### config.mk
export PLATFORM = sky130hd
export DESIGN_NAME = arb_grant_mux
export DESIGN_NICKNAME = d
export VERILOG_FILES = /design/src/rtl/arb_mux_pkg.sv /design/src/rtl/arb_out_reg.sv /design/src/rtl/arb_grant_mux.sv
export SDC_FILE = /design/constraint.sdc
export NUM_CORES = 1
export LEC_CHECK = 0
export BUFFER_PORTS_ARGS = -buffer_cell sky130_fd_sc_hd__buf_2
export CORE_MARGIN = 5
export CORE_UTILIZATION = 45
export CTS_CLUSTER_SIZE = 24
export DETAILED_ROUTE_END_ITERATION = 8
export MAX_ROUTING_LAYER = met4
export PLACE_DENSITY = 0.86
export RECOVER_POWER = 100
export SLEW_MARGIN = 20
export SYNTH_ARGS = -nofsm -noshare
export SYNTH_HDL_FRONTEND = slang
export SYNTH_SLANG_ARGS = --single-unit
### constraint.sdc
create_clock -name clk -period 4.2 [get_ports clk]
set_clock_uncertainty 0.2 [all_clocks]
set_input_delay 0.63 -clock clk [delete_from_list [all_inputs] [get_ports clk]]
set_output_delay 0.63 -clock clk [all_outputs]
set_load 0.01 [all_outputs]
### src/rtl/arb_mux_pkg.sv
// rtl/arb_mux_pkg.sv - shared state type, constants and grant decode helper for arb_grant_mux
package arb_mux_pkg;

  typedef enum logic [1:0] {
    IDLE    = 2'd0,
    LOCK    = 2'd1,
    RELEASE = 2'd2
  } state_e;

  localparam int RELEASE_CYCLES = 2;
  localparam int TIMEOUT_CYCLES = 15;
  localparam int MAX_CLIENTS    = 32;
  localparam int IDX_W          = 5;

  // Lowest set bit wins, so an illegal multi-hot grant still resolves deterministically.
  function automatic logic [IDX_W-1:0] onehot_to_idx(input logic [MAX_CLIENTS-1:0] vec);
    logic [IDX_W-1:0] idx;
    idx = '0;
    for (int i = MAX_CLIENTS - 1; i >= 0; i--) begin
      if (vec[i]) idx = IDX_W'(i);
    end
    return idx;
  endfunction

endpackage

### src/rtl/arb_out_reg.sv
// rtl/arb_out_reg.sv - single-entry valid/ready output register carrying data, last and source
module arb_out_reg #(
  parameter int DATA_W = 32,
  parameter int SRC_W  = 2
) (
  input  logic              clk,
  input  logic              rst_n,
  input  logic              load,
  input  logic [DATA_W-1:0] in_data,
  input  logic              in_last,
  input  logic [SRC_W-1:0]  in_src,
  input  logic              m_ready,
  output logic              m_valid,
  output logic [DATA_W-1:0] m_data,
  output logic              m_last,
  output logic [SRC_W-1:0]  m_src
);

  // The caller only loads when the slot is empty or draining, so a load always wins.
  always_ff @(posedge clk or negedge rst_n) begin
    if (!rst_n) begin
      m_valid <= 1'b0;
      m_data  <= '0;
      m_last  <= 1'b0;
      m_src   <= '0;
    end else if (load) begin
      m_valid <= 1'b1;
      m_data  <= in_data;
      m_last  <= in_last;
      m_src   <= in_src;
    end else if (m_ready) begin
      m_valid <= 1'b0;
    end
  end

endmodule

### src/rtl/arb_grant_mux.sv
// rtl/arb_grant_mux.sv - locks onto the arbiter grant and muxes that client's packet onto one stream
// Optional idle timeout in LOCK is enabled by defining ARB_GRANT_MUX_TIMEOUT_EN.
module arb_grant_mux
  import arb_mux_pkg::*;
#(
  parameter int NUM_CLIENTS = 4,
  parameter int DATA_W      = 32,
  parameter int MAX_BEATS   = 8
) (
  input  logic                          clk,
  input  logic                          rst_n,
  input  logic [NUM_CLIENTS-1:0]        grant,
  output logic [NUM_CLIENTS-1:0]        req,
  input  logic [NUM_CLIENTS-1:0]        c_valid,
  input  logic [NUM_CLIENTS*DATA_W-1:0] c_data,
  input  logic [NUM_CLIENTS-1:0]        c_last,
  output logic [NUM_CLIENTS-1:0]        c_ready,
  output logic                          m_valid,
  output logic [DATA_W-1:0]             m_data,
  output logic                          m_last,
  output logic [$clog2(NUM_CLIENTS)-1:0] m_src,
  input  logic                          m_ready,
  output logic                          trunc_err
);

  localparam int SRC_W = $clog2(NUM_CLIENTS);
  localparam int CNT_W = $clog2(MAX_BEATS + 1);

  state_e                   state, state_n;
  logic [SRC_W-1:0]         owner;
  logic [CNT_W-1:0]         beat_cnt;
  logic [1:0]               rel_cnt;
  logic [MAX_CLIENTS-1:0]   grant_ext;
  logic [NUM_CLIENTS-1:0]   rel_mask;
  logic [DATA_W-1:0]        sel_data;
  logic                     sel_valid, sel_last, at_max;
  logic                     load, trunc_n, timeout_hit;

  always_comb begin
    grant_ext                  = '0;
    grant_ext[NUM_CLIENTS-1:0] = grant;
  end

  assign sel_valid = c_valid[owner];
  assign sel_last  = c_last[owner];
  assign sel_data  = c_data[owner*DATA_W +: DATA_W];
  assign at_max    = (beat_cnt == CNT_W'(MAX_BEATS - 1));

  // Masking the finished owner during RELEASE is what makes the arbiter rotate away.
  assign rel_mask = (state == RELEASE) ? (NUM_CLIENTS'(1) << owner) : '0;
  assign req      = rst_n ? (c_valid & ~rel_mask) : '0;

`ifdef ARB_GRANT_MUX_TIMEOUT_EN
  logic [3:0] idle_cnt;

  always_ff @(posedge clk or negedge rst_n) begin
    if (!rst_n) begin
      idle_cnt <= '0;
    end else if (state != LOCK || sel_valid) begin
      idle_cnt <= '0;
    end else begin
      idle_cnt <= idle_cnt + 4'd1;
    end
  end

  assign timeout_hit = (state == LOCK) & ~sel_valid & (idle_cnt == 4'(TIMEOUT_CYCLES - 1));
`else
  assign timeout_hit = 1'b0;
`endif

  always_comb begin
    state_n = state;
    c_ready = '0;
    load    = 1'b0;
    trunc_n = 1'b0;
    unique case (state)
      IDLE: begin
        if (|grant) state_n = LOCK;
      end
      LOCK: begin
        c_ready[owner] = ~m_valid | m_ready;
        load           = sel_valid & (~m_valid | m_ready);
        if (load & (sel_last | at_max)) begin
          trunc_n = ~sel_last;
          state_n = RELEASE;
        end else if (timeout_hit) begin
          trunc_n = 1'b1;
          state_n = RELEASE;
        end
      end
      RELEASE: begin
        if (rel_cnt == 2'(RELEASE_CYCLES - 1)) state_n = IDLE;
      end
      default: state_n = IDLE;
    endcase
  end

  always_ff @(posedge clk or negedge rst_n) begin
    if (!rst_n) begin
      state     <= IDLE;
      owner     <= '0;
      beat_cnt  <= '0;
      rel_cnt   <= '0;
      trunc_err <= 1'b0;
    end else begin
      state     <= state_n;
      trunc_err <= trunc_n;
      if (state == IDLE && |grant) owner <= SRC_W'(onehot_to_idx(grant_ext));
      if (state == LOCK && state_n == RELEASE) begin
        beat_cnt <= '0;
      end else if (load) begin
        beat_cnt <= beat_cnt + 1'b1;
      end
      rel_cnt <= (state == RELEASE) ? rel_cnt + 2'd1 : 2'd0;
    end
  end

  arb_out_reg #(
    .DATA_W (DATA_W),
    .SRC_W  (SRC_W)
  ) u_out_reg (
    .clk     (clk),
    .rst_n   (rst_n),
    .load    (load),
    .in_data (sel_data),
    .in_last (sel_last | at_max),
    .in_src  (owner),
    .m_ready (m_ready),
    .m_valid (m_valid),
    .m_data  (m_data),
    .m_last  (m_last),
    .m_src   (m_src)
  );

endmodule

==> key figures, run 1 <==
Synth
  • Sequential area share after synthesis: 0.426
  • Synth Flop Type: dfrtp_1
  • FF+latch count, synth: 47
  • Synth async-reset ratio: 1.00
  • Count of cell types in the netlist: 26
  • EDFF count, synth: 0
  • Cell count after synthesis: 184
  • Syn Area/Cell: 15.0 µm²
  • Warnings, synthesis: 0
  • Syn Nets: 329
  • Mapped Area: 2760 µm²

Clocking
  • Post-CTS Setup Repair Bufs: 0
  • CTS tree: done
  • Num Clock Sinks: 47
  • Hold_buf cts: 0
  • Clk buf depth: 2
  • Clock-pin slew on the worst setup and hold paths: 0.08 ns
  • Worst-Skew Late Latency: 0.29 ns
  • Clock root buffer: clkbuf_8
  • H-tree Lvls: 2
  • CTS Buf Count: 5
  • # resized after CTS: 0

Timing
  • Final Max Tran Viols: 73
  • RSZ-0062 raised after global routing: false
  • Hold Vio Cnt, Final: 0
  • Endpoints failing setup: 0
  • Fin worst setup slack: 0.745 ns
  • Final Cycle Share: 0.823
  • FMAX: 289 MHz
  • Slew margin rel.: -0.163
  • Crit path time final: 3.45 ns
  • Actual transition at the worst max-transition pin: 1.74 ns
  • Total negative slack: 0 ns

Placed design
  • Pre-CTS worst setup slack: 1.44 ns
  • Gpl congestion: 0.795
  • Number of I/O port buffers: 187
  • Dpl hpwl: 6.31 mm

Detailed routing
  • DR vias: 2411
  • Drt pass-1 iters: 4
  • Initial DRC Count: 100
  • Total routed wirelength: 7.83 mm
  • Routed Antenna Nets: 0
  • Post-DR vias/cell: 5.44
  • Routed len/inst: 17.7 µm
  • DRC viols: 0

Setup path
  • Crit path max fanout: 40
  • Critical path arrival: 2.62 ns
  • CP required: 3.37 ns
  • Cell breakdown of the critical path: inv_1, o311a_1, clkbuf_1
  • Setup CP Type: reg -> out
  • Worst setup SP type: flip-flop
  • Slowest stage delay, CP: 1.43 ns
  • CP endpoint kind: primary output
  • Worst path slowest cell: dfrtp_1

Power
  • Internal power: 0.00160 W
  • Switch share: 0.369
  • Peak supply drop: 339 µV
  • Net load switching power: 0.000931 W
  • Clk pwr share: 0.128
  • Pleak: 1.74 nW
  • P per Cell Area: 677 nW/µm²
  • Register share of total power: 0.365
  • Power share of the combinational group: 0.508

Global routing
  • Grt ovf: 0
  • Antenna violations before repair: 0
  • Total Routing Usage GR: 0.208
  • Pin count of the biggest net entering global routing: 41
  • Vias in the first global route: 2636
  • First-pass GRT wire length: 12.2 mm

Flow run
  • Max_cap viols: 2

Die
  • I/O pin count: 188
  • Initial core utilization: 0.463
  • Die Height: 88.3 µm
  • Core area: 5960 µm²
  • Die width: 88.3 µm
  • Die Area: 7790 µm²
  • FP Rows: 28

Run status
  • Status: finished with violations
  • Failing checks: max-capacitance violations, max-slew violations

Min path
  • Worst hold path type: reg -> reg

Finish
  • Area growth, synth to finish: 35.3%
  • Nets: 512
  • Ratio of cells with drive above 1 in the final layout: 0.590
  • Antenna Diode Count: 0
-- cell usage in the layout (no fill, tap or decap) --
cell type	synthesis	routed
nand4b_1	0	1
o211a_1	1	1
nand3_1	1	1
dfrtp_1	47	47
clkbuf_1	4	48
mux4_2	34	34
or4b_1	1	1
or2b_1	1	1
a221o_1	1	1
nand2b_1	2	2
mux2_2	33	33
buf_2	3	142
inv_1	5	5
and3_1	1	1
o21ai_0	6	6
nor2_1	10	10
a21oi_1	4	4
nand2_1	7	7
buf_4	0	2
a22o_1	1	1
ha_1	2	2
clkbuf_8	0	5
a221oi_1	1	1
bufinv_16	0	1
nand3b_1	1	1
o21bai_1	1	1
o311a_1	3	3
nor3_1	6	6
-- power by group through the flow --
stage | clock [W] | combinational, W | sequential, W
6_report | 0.000322 | 0.00128 | 0.000922
5_1_grt | 0.000359 | 0.00140 | 0.000963
4_1_cts | 0.000335 | 0.00135 | 0.000925
3_5_place_dp | 0 | 0.00136 | 0.000931
3_3_place_gp | 0 | 0.00131 | 0.000914
2_1_floorplan | 0 | 0.00103 | 0.000876
-- critical path: cells and delay by family, from the launching register on --
| kind | cells | cell delay (ns) |
|---|---|---|
| flip-flops | 1 | 1.43 |
| AO/OA/AOI/OAI | 1 | 0.45 |
| buffers and inverters | 2 | 0.44 |
-- routing by layer --
layer,wire (µm),share of wire,GRT usage,vias to the layer above
met5,0,0,-,-
met4,134,0.017,0.0742,0
met3,669,0.085,0.0261,13
li1,-,-,-,1087
met2,4270,0.55,0.384,130
met1,2760,0.35,0.229,1181
-- path summary, 6_finish.rpt --
| path | startpoint | end | slack [ns] | cells after the start |
|---|---|---|---|---|
| worst min register to register | rel_cnt[0] | rel_cnt[0] | 0.24 | 1 |
| worst min-delay path | rel_cnt[0] | rel_cnt[0] | 0.24 | 1 |
| max in group asynchronous | rst_n | beat_cnt[2] | 1.26 | 2 |
| min in group asynchronous | rst_n | u_out_reg.m_src[0] | 0.34 | 1 |
| worst max register to register | owner[1] | u_out_reg.m_data[18] | 0.83 | 4 |
| worst max-delay path | owner[1] | req[2] | 0.75 | 3 |
-- Yosys cell counts, types with 3 or more instances --
cell	instances	area, µm²
a21oi_1	4	20.0
buf_2	3	15.0
buf_6	7	78.8
clkbuf_1	4	15.0
dfrtp_1	47	1180
inv_1	5	18.8
mux2_2	33	372
mux4_2	34	766
nand2_1	7	26.3
nor2_1	10	37.5
nor3_1	6	30.0
o21ai_0	6	30.0
o311a_1	3	30.0
-- stage by stage --
stage | instances | hold slack, ns | utilization | power (W) | cell area, µm²
2_1_floorplan | 184 | 0.134 | - | 0.00191 | 2760
3_3_place_gp | 435 | 0.221 | 0.622 | 0.00222 | 3700
3_5_place_dp | 435 | 0.226 | 0.622 | 0.00229 | 3700
4_1_cts | 443 | 0.0880 | 0.640 | 0.00261 | 3810
5_1_grt | 443 | 0.270 | 0.627 | 0.00272 | 3730
6_report | 443 | 0.238 | 0.627 | 0.00253 | 3730
-- flip-flops by register name, summed over array words and instances, names as in the netlist --
signal and count:
u_out_reg.m_last 1, trunc_err 1, beat_cnt 4, state 2, u_out_reg.m_src 2, rel_cnt 2
u_out_reg.m_valid 1, u_out_reg.m_data 32, owner 2
-- cell type report --
cell class | instances | area [µm²]
Timing Repair Buffer | 190 | 898
Clock inverter | 1 | 30.0
Multi-Input combinational cell | 118 | 1440
Fill cell | 517 | 2220
Tap cell | 75 | 93.8
Clock buffer | 7 | 76.3
Inverter | 5 | 18.8
Sequential cell | 47 | 1180
-- logic make-up (layout without fill, tap and decap cells) --
kind of cell / after synthesis / in the layout / synth area share
compound gates: 18 / 18 / 0.0454
flops: 47 / 47 / 0.426
buf+inv: 19 / 203 / 0.0463
simple gates: 31 / 31 / 0.0603
mux: 67 / 67 / 0.412
fa+ha+maj: 2 / 2 / 0.00907
Power figures use the tool's default switching activity.
==> run 2: changes to the inputs <==
- CORE_UTILIZATION: 45 -> 38
- PLACE_DENSITY: 0.86 -> 0.77
- clock period: 4.2 -> 3 ns (I/O delays scaled with it)
==> key figures, run 2 (synthesis results as in run 1) <==
Setup path
  • Worst r2r path cells: 4 (unchanged)
  • Crit path max fanout: 25 (-38%)
  • Reg-to-Reg Start: owner[1]
  • Cell breakdown of the critical path: mux4_2, nand4b_1, buf_4, mux2_2
  • Worst path slowest cell: dfrtp_2
  • CP required: 2.98 ns (-0.39 ns)
  • Setup CP Type: reg -> reg
  • Worst setup SP type: flip-flop
  • CP endpoint kind: flip-flop
  • Critical path arrival: 2.48 ns (-0.14 ns)
  • RR Endpoint: u_out_reg.m_data[16]
  • R2r setup slk: 0.50 ns (-0.33 ns)
  • Slowest stage delay, CP: 0.71 ns (-0.72 ns)
  • Worst path top cell family by delay: multiplexers
  • Buf/Inv on CP: 1 (-1)

Timing
  • Slew margin rel.: 0.132 (+0.295)
  • Hold Worst Slack: 0.247 ns (+0.00869 ns)
  • Hold Vio Cnt, Final: 0 (unchanged)
  • Total negative slack: 0 ns (unchanged)
  • FMAX: 400 MHz
  • Final Cycle Share: 0.833
  • Final Max Tran Viols: 0 (-100%)
  • Actual transition at the worst max-transition pin: 1.30 ns (-0.442 ns)
  • Endpoints failing setup: 0 (unchanged)
  • Crit path time final: 2.50 ns
  • RSZ-0062 raised after global routing: false
  • Fin worst setup slack: 0.501 ns (-0.244 ns)

Placed design
  • Placed inst area: 3780 µm² (+2.0%)
  • Number of I/O port buffers: 187 (unchanged)
  • Dpl hpwl: 6.42 mm (+1.6%)
  • Cells after DPL: 463 (+6.4%)
  • Pre-CTS worst setup slack: 0.730 ns (-0.715 ns)
  • Gpl congestion: 0.864 (+8.6%)

Finish
  • Register area: 1180 µm² (+0.11%)
  • Largest register FFs: 32 (unchanged)
  • Area growth, synth to finish: 38.2%
  • Ratio of cells with drive above 1 in the final layout: 0.599 (+0.00979)
  • Nets: 516 (+0.78%)
  • Final std cells w/o fill: 471 (+6.3%)
  • Multi-input gate area: 1440 µm² (unchanged)
  • Most frequent cells in the layout: buf_2 (142), clkbuf_1 (47), dfrtp_1 (46)
  • Antenna Diode Count: 0 (unchanged)
  • Cell area after layout: 3810 µm² (+2.1%)
  • Register with the most flip-flops: u_out_reg.m_data
  • Commonest non-fill, non-tap cell in the layout: buf_2
  • Fillers: 689 (+33%)
  • Regs by FF count: u_out_reg.m_data: 32 flops, beat_cnt: 4 flops

Die
  • Die width: 95.2 µm (+7.8%)
  • I/O pin count: 188 (unchanged)
  • Die Area: 9060 µm² (+16%)
  • Die Height: 95.2 µm (+7.8%)
  • FP Rows: 31 (+11%)
  • Core area: 7180 µm² (+20%)
  • Initial core utilization: 0.384 (-0.0787)

Global routing
  • Vias in the first global route: 2608 (-1.1%)
  • First-pass GRT wire length: 12.1 mm (-0.34%)
  • Met2 Resource Use GR: 0.320 (-0.0646)
  • Pin count of the biggest net entering global routing: 26 (-37%)
  • Most Crowded Layer GR: met2
  • Antenna violations before repair: 0 (unchanged)
  • Total Routing Usage GR: 0.174 (-0.0343)
  • Met1 usage: 0.186 (-0.0435)
  • GRT met3 Usage: 0.0450 (+0.0189)
  • Grt ovf: 0 (unchanged)

Power
  • Peak supply drop: 418 µV (+24%)
  • P per Cell Area: 942 nW/µm² (+39%)
  • Pleak: 1.76 nW (+1.6%)

Clocking
  • Clk buf depth: 2 (unchanged)
  • CTS Buf Count: 5 (unchanged)
  • Clock-pin slew on the worst setup and hold paths: 0.08 ns (about the same)
  • H-tree Lvls: 2 (unchanged)
  • # resized after CTS: 0 (unchanged)
  • Num Clock Sinks: 47 (unchanged)
  • Post-CTS Setup Repair Bufs: 0 (unchanged)
  • Clock root buffer: clkbuf_8
  • CTS tree: done
  • Hold_buf cts: 0 (unchanged)
  • Worst-Skew Late Latency: 0.29 ns (about the same)

Min path
  • Hold_sp: rel_cnt[0]
  • WHS Endpoint: rel_cnt[0]
  • Worst Hold Depth: 1 (unchanged)
  • Worst hold path type: reg -> reg

Detailed routing
  • Drt pass-1 iters: 4 (unchanged)
  • Initial DRC Count: 54 (-46%)
  • DRC viols: 0 (unchanged)
  • Routed len/inst: 16.5 µm (-6.9%)
  • Post-DR vias/cell: 5.04 (-7.4%)
  • Total routed wirelength: 7.75 mm (-1.0%)
  • DR vias: 2374 (-1.5%)
  • Routed Antenna Nets: 0 (unchanged)

Run status
  • Status: finished clean

Flow run
  • Max_cap viols: 0 (-2)
-- run 2: cell count changes in the layout (fill, tap and decap cells not counted) --
| cell | previous run | this run |
|---|---|---|
| clkinv_2 | 0 | 1 |
| clkbuf_2 | 0 | 1 |
| clkbuf_8 | 5 | 6 |
| dfrtp_1 | 47 | 46 |
| buf_4 | 2 | 3 |
| buf_12 | 0 | 1 |
| dfrtp_2 | 0 | 1 |
| clkbuf_1 | 48 | 47 |
-- run 2: power by group --
group | internal [W] | switching [W] | total, W
Combinational | 0.00106 | 0.000877 | 0.00193
Clock | 0.000270 | 0.000207 | 0.000476
Sequential | 0.000948 | 0.000233 | 0.00118
-- run 2: cell type report --
type | count | share of cell area
clock buffers | 6 | 0.0217
clock inverters | 2 | 0.00919
inverters | 5 | 0.00492
multi-input cells | 118 | 0.378
flip-flops and latches | 47 | 0.309
well taps | 99 | 0.0325
repair buffers | 194 | 0.245
-- run 2: worst max-delay path by stage --
| stage | start | endpoint | slack, ns | cells after the start |
|---|---|---|---|---|
| 6_report | owner[1] | u_out_reg.m_data[16] | 0.50 | 4 |
| 5_1_grt | owner[0] | beat_cnt[3] | 0.33 | 5 |
| 4_1_cts | owner[1] | req[2] | 0.59 | 3 |
| 3_5_place_dp | owner[1] | u_out_reg.m_data[16] | 0.73 | 4 |
| 3_3_place_gp | owner[1] | u_out_reg.m_data[18] | 0.77 | 4 |
| 2_1_floorplan | owner[0] | req[1] | 1.04 | 4 |
-- run 2: per-layer routing --
| metal | wire length (µm) | up-vias |
|---|---|---|
| li1 | - | 1094 |
| met1 | 2650 | 1171 |
| met2 | 4220 | 101 |
| met3 | 816 | 8 |
| met4 | 69 | 0 |
| met5 | 0 | - |
-- run 2: through the flow --
step	power [W]	util
2_1_floorplan	0.00267	-
3_3_place_gp	0.00319	0.526
3_5_place_dp	0.00327	0.526
4_1_cts	0.00375	0.543
5_1_grt	0.00388	0.531
6_report	0.00359	0.531
==> run 3: changes to the inputs <==
- CORE_UTILIZATION: 38 -> 42
- PLACE_DENSITY: 0.77 -> 0.81
- clock period: 3 -> 2.4 ns (I/O delays scaled with it)
==> key figures, run 3 (synthesis results as in run 1) <==
Die
  • I/O pin count: 188 (unchanged)
  • Die Area: 8290 µm² (-8.5%)
  • Core area: 6390 µm² (-11%)
  • FP Rows: 29 (-6.5%)
  • Die width: 91.0 µm (-4.4%)
  • Initial core utilization: 0.432 (+0.0475)
  • Die Height: 91.0 µm (-4.4%)

Power
  • P per Cell Area: 1190 nW/µm² (+26%)
  • Peak supply drop: 637 µV (+52%)
  • Pleak: 1.76 nW (about the same)

Clocking
  • Clock root buffer: clkbuf_8
  • # resized after CTS: 0 (unchanged)
  • CTS Buf Count: 5 (unchanged)
  • CTS tree: done
  • Worst-Skew Late Latency: 0.29 ns (about the same)
  • Hold_buf cts: 0 (unchanged)
  • Clock-pin slew on the worst setup and hold paths: 0.08 ns (about the same)
  • H-tree Lvls: 2 (unchanged)
  • Clk buf depth: 2 (unchanged)
  • Num Clock Sinks: 47 (unchanged)
  • Post-CTS Setup Repair Bufs: 0 (unchanged)

Timing
  • Final Max Tran Viols: 0 (unchanged)
  • Crit path time final: 2.20 ns
  • Final Cycle Share: 0.918
  • FMAX: 454 MHz
  • Hold Vio Cnt, Final: 0 (unchanged)
  • Endpoints failing setup: 0 (unchanged)
  • Actual transition at the worst max-transition pin: 1.16 ns (-0.144 ns)
  • RSZ-0062 raised after global routing: false
  • Total negative slack: 0 ns (unchanged)
  • Hold Worst Slack: 0.215 ns (-0.0312 ns)
  • Slew margin rel.: 0.228 (+0.0963)

Detailed routing
  • Initial DRC Count: 73 (+35%)
  • Drt pass-1 iters: 4 (unchanged)
  • Post-DR vias/cell: 5.29 (+5.0%)
  • Total routed wirelength: 7.60 mm (-1.9%)
  • Routed Antenna Nets: 0 (unchanged)
  • DRC viols: 0 (unchanged)
  • Routed len/inst: 17.0 µm (+3.1%)
  • DR vias: 2370 (-0.17%)

Finish
  • Nets: 515 (-0.19%)
  • Register with the most flip-flops: u_out_reg.m_data
  • Area growth, synth to finish: 37.2%
  • Largest register FFs: 32 (unchanged)
  • Commonest non-fill, non-tap cell in the layout: buf_2
  • Most frequent cells in the layout: buf_2 (141), dfrtp_1 (46), clkbuf_1 (46)
  • Fillers: 563 (-18%)
  • Antenna Diode Count: 0 (unchanged)
  • Regs by FF count: u_out_reg.m_data: 32 flops, beat_cnt: 4 flops
  • Cell area after layout: 3780 µm² (-0.76%)
  • Final std cells w/o fill: 448 (-4.9%)
  • Ratio of cells with drive above 1 in the final layout: 0.601 (+0.00162)
  • Fin util: 0.592 (+0.0612)

Setup path
  • Critical path arrival: 1.64 ns (-0.84 ns)
  • Setup CP Type: reg -> out
  • Worst path slowest cell: dfrtp_1
  • Buf/Inv on CP: 3 (+2)
  • RR Endpoint: beat_cnt[3]
  • Worst r2r path cells: 5 (+1)
  • Reg-to-Reg Start: owner[0]
  • Slowest stage delay, CP: 0.40 ns (-0.31 ns)
  • R2r setup slk: 0.32 ns (-0.18 ns)
  • Cell breakdown of the critical path: buf_4, inv_1, o311a_1, clkbuf_1
  • Crit path max fanout: 23 (-8.0%)
  • Worst setup SP type: flip-flop
  • CP required: 1.84 ns (-1.14 ns)
  • Worst path top cell family by delay: buffers and inverters
  • Number of cells on the critical path: 4 (unchanged)
  • CP endpoint kind: primary output

Global routing
  • Vias in the first global route: 2629 (+0.81%)
  • Grt ovf: 0 (unchanged)
  • First-pass GRT wire length: 12.5 mm (+3.1%)
  • Antenna violations before repair: 0 (unchanged)
  • Pin count of the biggest net entering global routing: 48 (+85%)
  • Total Routing Usage GR: 0.190 (+0.0157)

Placed design
  • Number of I/O port buffers: 187 (unchanged)
  • Dpl hpwl: 6.24 mm (-2.7%)
  • Gpl congestion: 0.901 (+4.3%)
  • Cells after DPL: 440 (-5.0%)
  • Placed inst area: 3740 µm² (-0.96%)

Min path
  • Worst Hold Depth: 3 (+2)
  • Hold_sp: grant[3]
  • Worst hold path type: in -> reg
  • WHS Endpoint: owner[1]

Run status
  • Status: finished clean

Flow run
  • Max_cap viols: 0 (unchanged)
[run 3: cell types whose count changed in the layout (fill, tap and decap cells not counted), sizes merged]
cell	before	now
clkbuf	54	53
[run 3: how the worst max path moves through the flow]
stage	slack [ns]	start	endpoint
after floorplan	0.49	owner[0]	u_out_reg.m_data[6]
after global placement	0.36	c_valid[3]	beat_cnt[3]
after detailed placement	0.32	c_valid[3]	beat_cnt[3]
after CTS	0.16	owner[0]	req[3]
after global routing	0.05	owner[0]	req[3]
final	0.20	owner[1]	req[2]
[run 3: layer usage]
| layer | GRT usage | share of wire | vias to the layer above |
|---|---|---|---|
| li1 | - | - | 1088 |
| met1 | 0.206 | 0.35 | 1147 |
| met2 | 0.341 | 0.54 | 124 |
| met3 | 0.0488 | 0.092 | 11 |
| met4 | 0.0526 | 0.014 | 0 |
| met5 | - | 0 | - |
[run 3: metrics by stage]
stage	total power [W]	worst slack (ns)
after floorplan	0.00333	0.485
after global placement	0.00395	0.355
after detailed placement	0.00408	0.319
after CTS	0.00469	0.161
after global routing	0.00486	0.0479
final	0.00450	0.198
[run 3: worst register-to-register path, delay by kind of cell (launching register included)]
family	cells	cell delay, ns
buffers and inverters	1	0.25
AOI/OAI and AO/OA	1	0.30
muxes	1	0.52
and+or+nand+nor	2	0.29
DFF	1	0.42
[run 3: report_power, final]
part           internal (W)  total (W)  switching [W]
clock network      0.000337   0.000595       0.000258
registers           0.00119    0.00141       0.000225
logic               0.00132    0.00249        0.00117
total               0.00285    0.00450        0.00165
[run 3: layout make-up]
type,instances,area [µm²],area share
Clock inverter,2,35.0,0.00926
Multi-Input combinational cell,118,1440,0.380
Tap cell,77,96.3,0.0255
Sequential cell,47,1180,0.311
Clock buffer,6,82.6,0.0218
Timing Repair Buffer,193,933,0.247
Inverter,5,18.8,0.00496
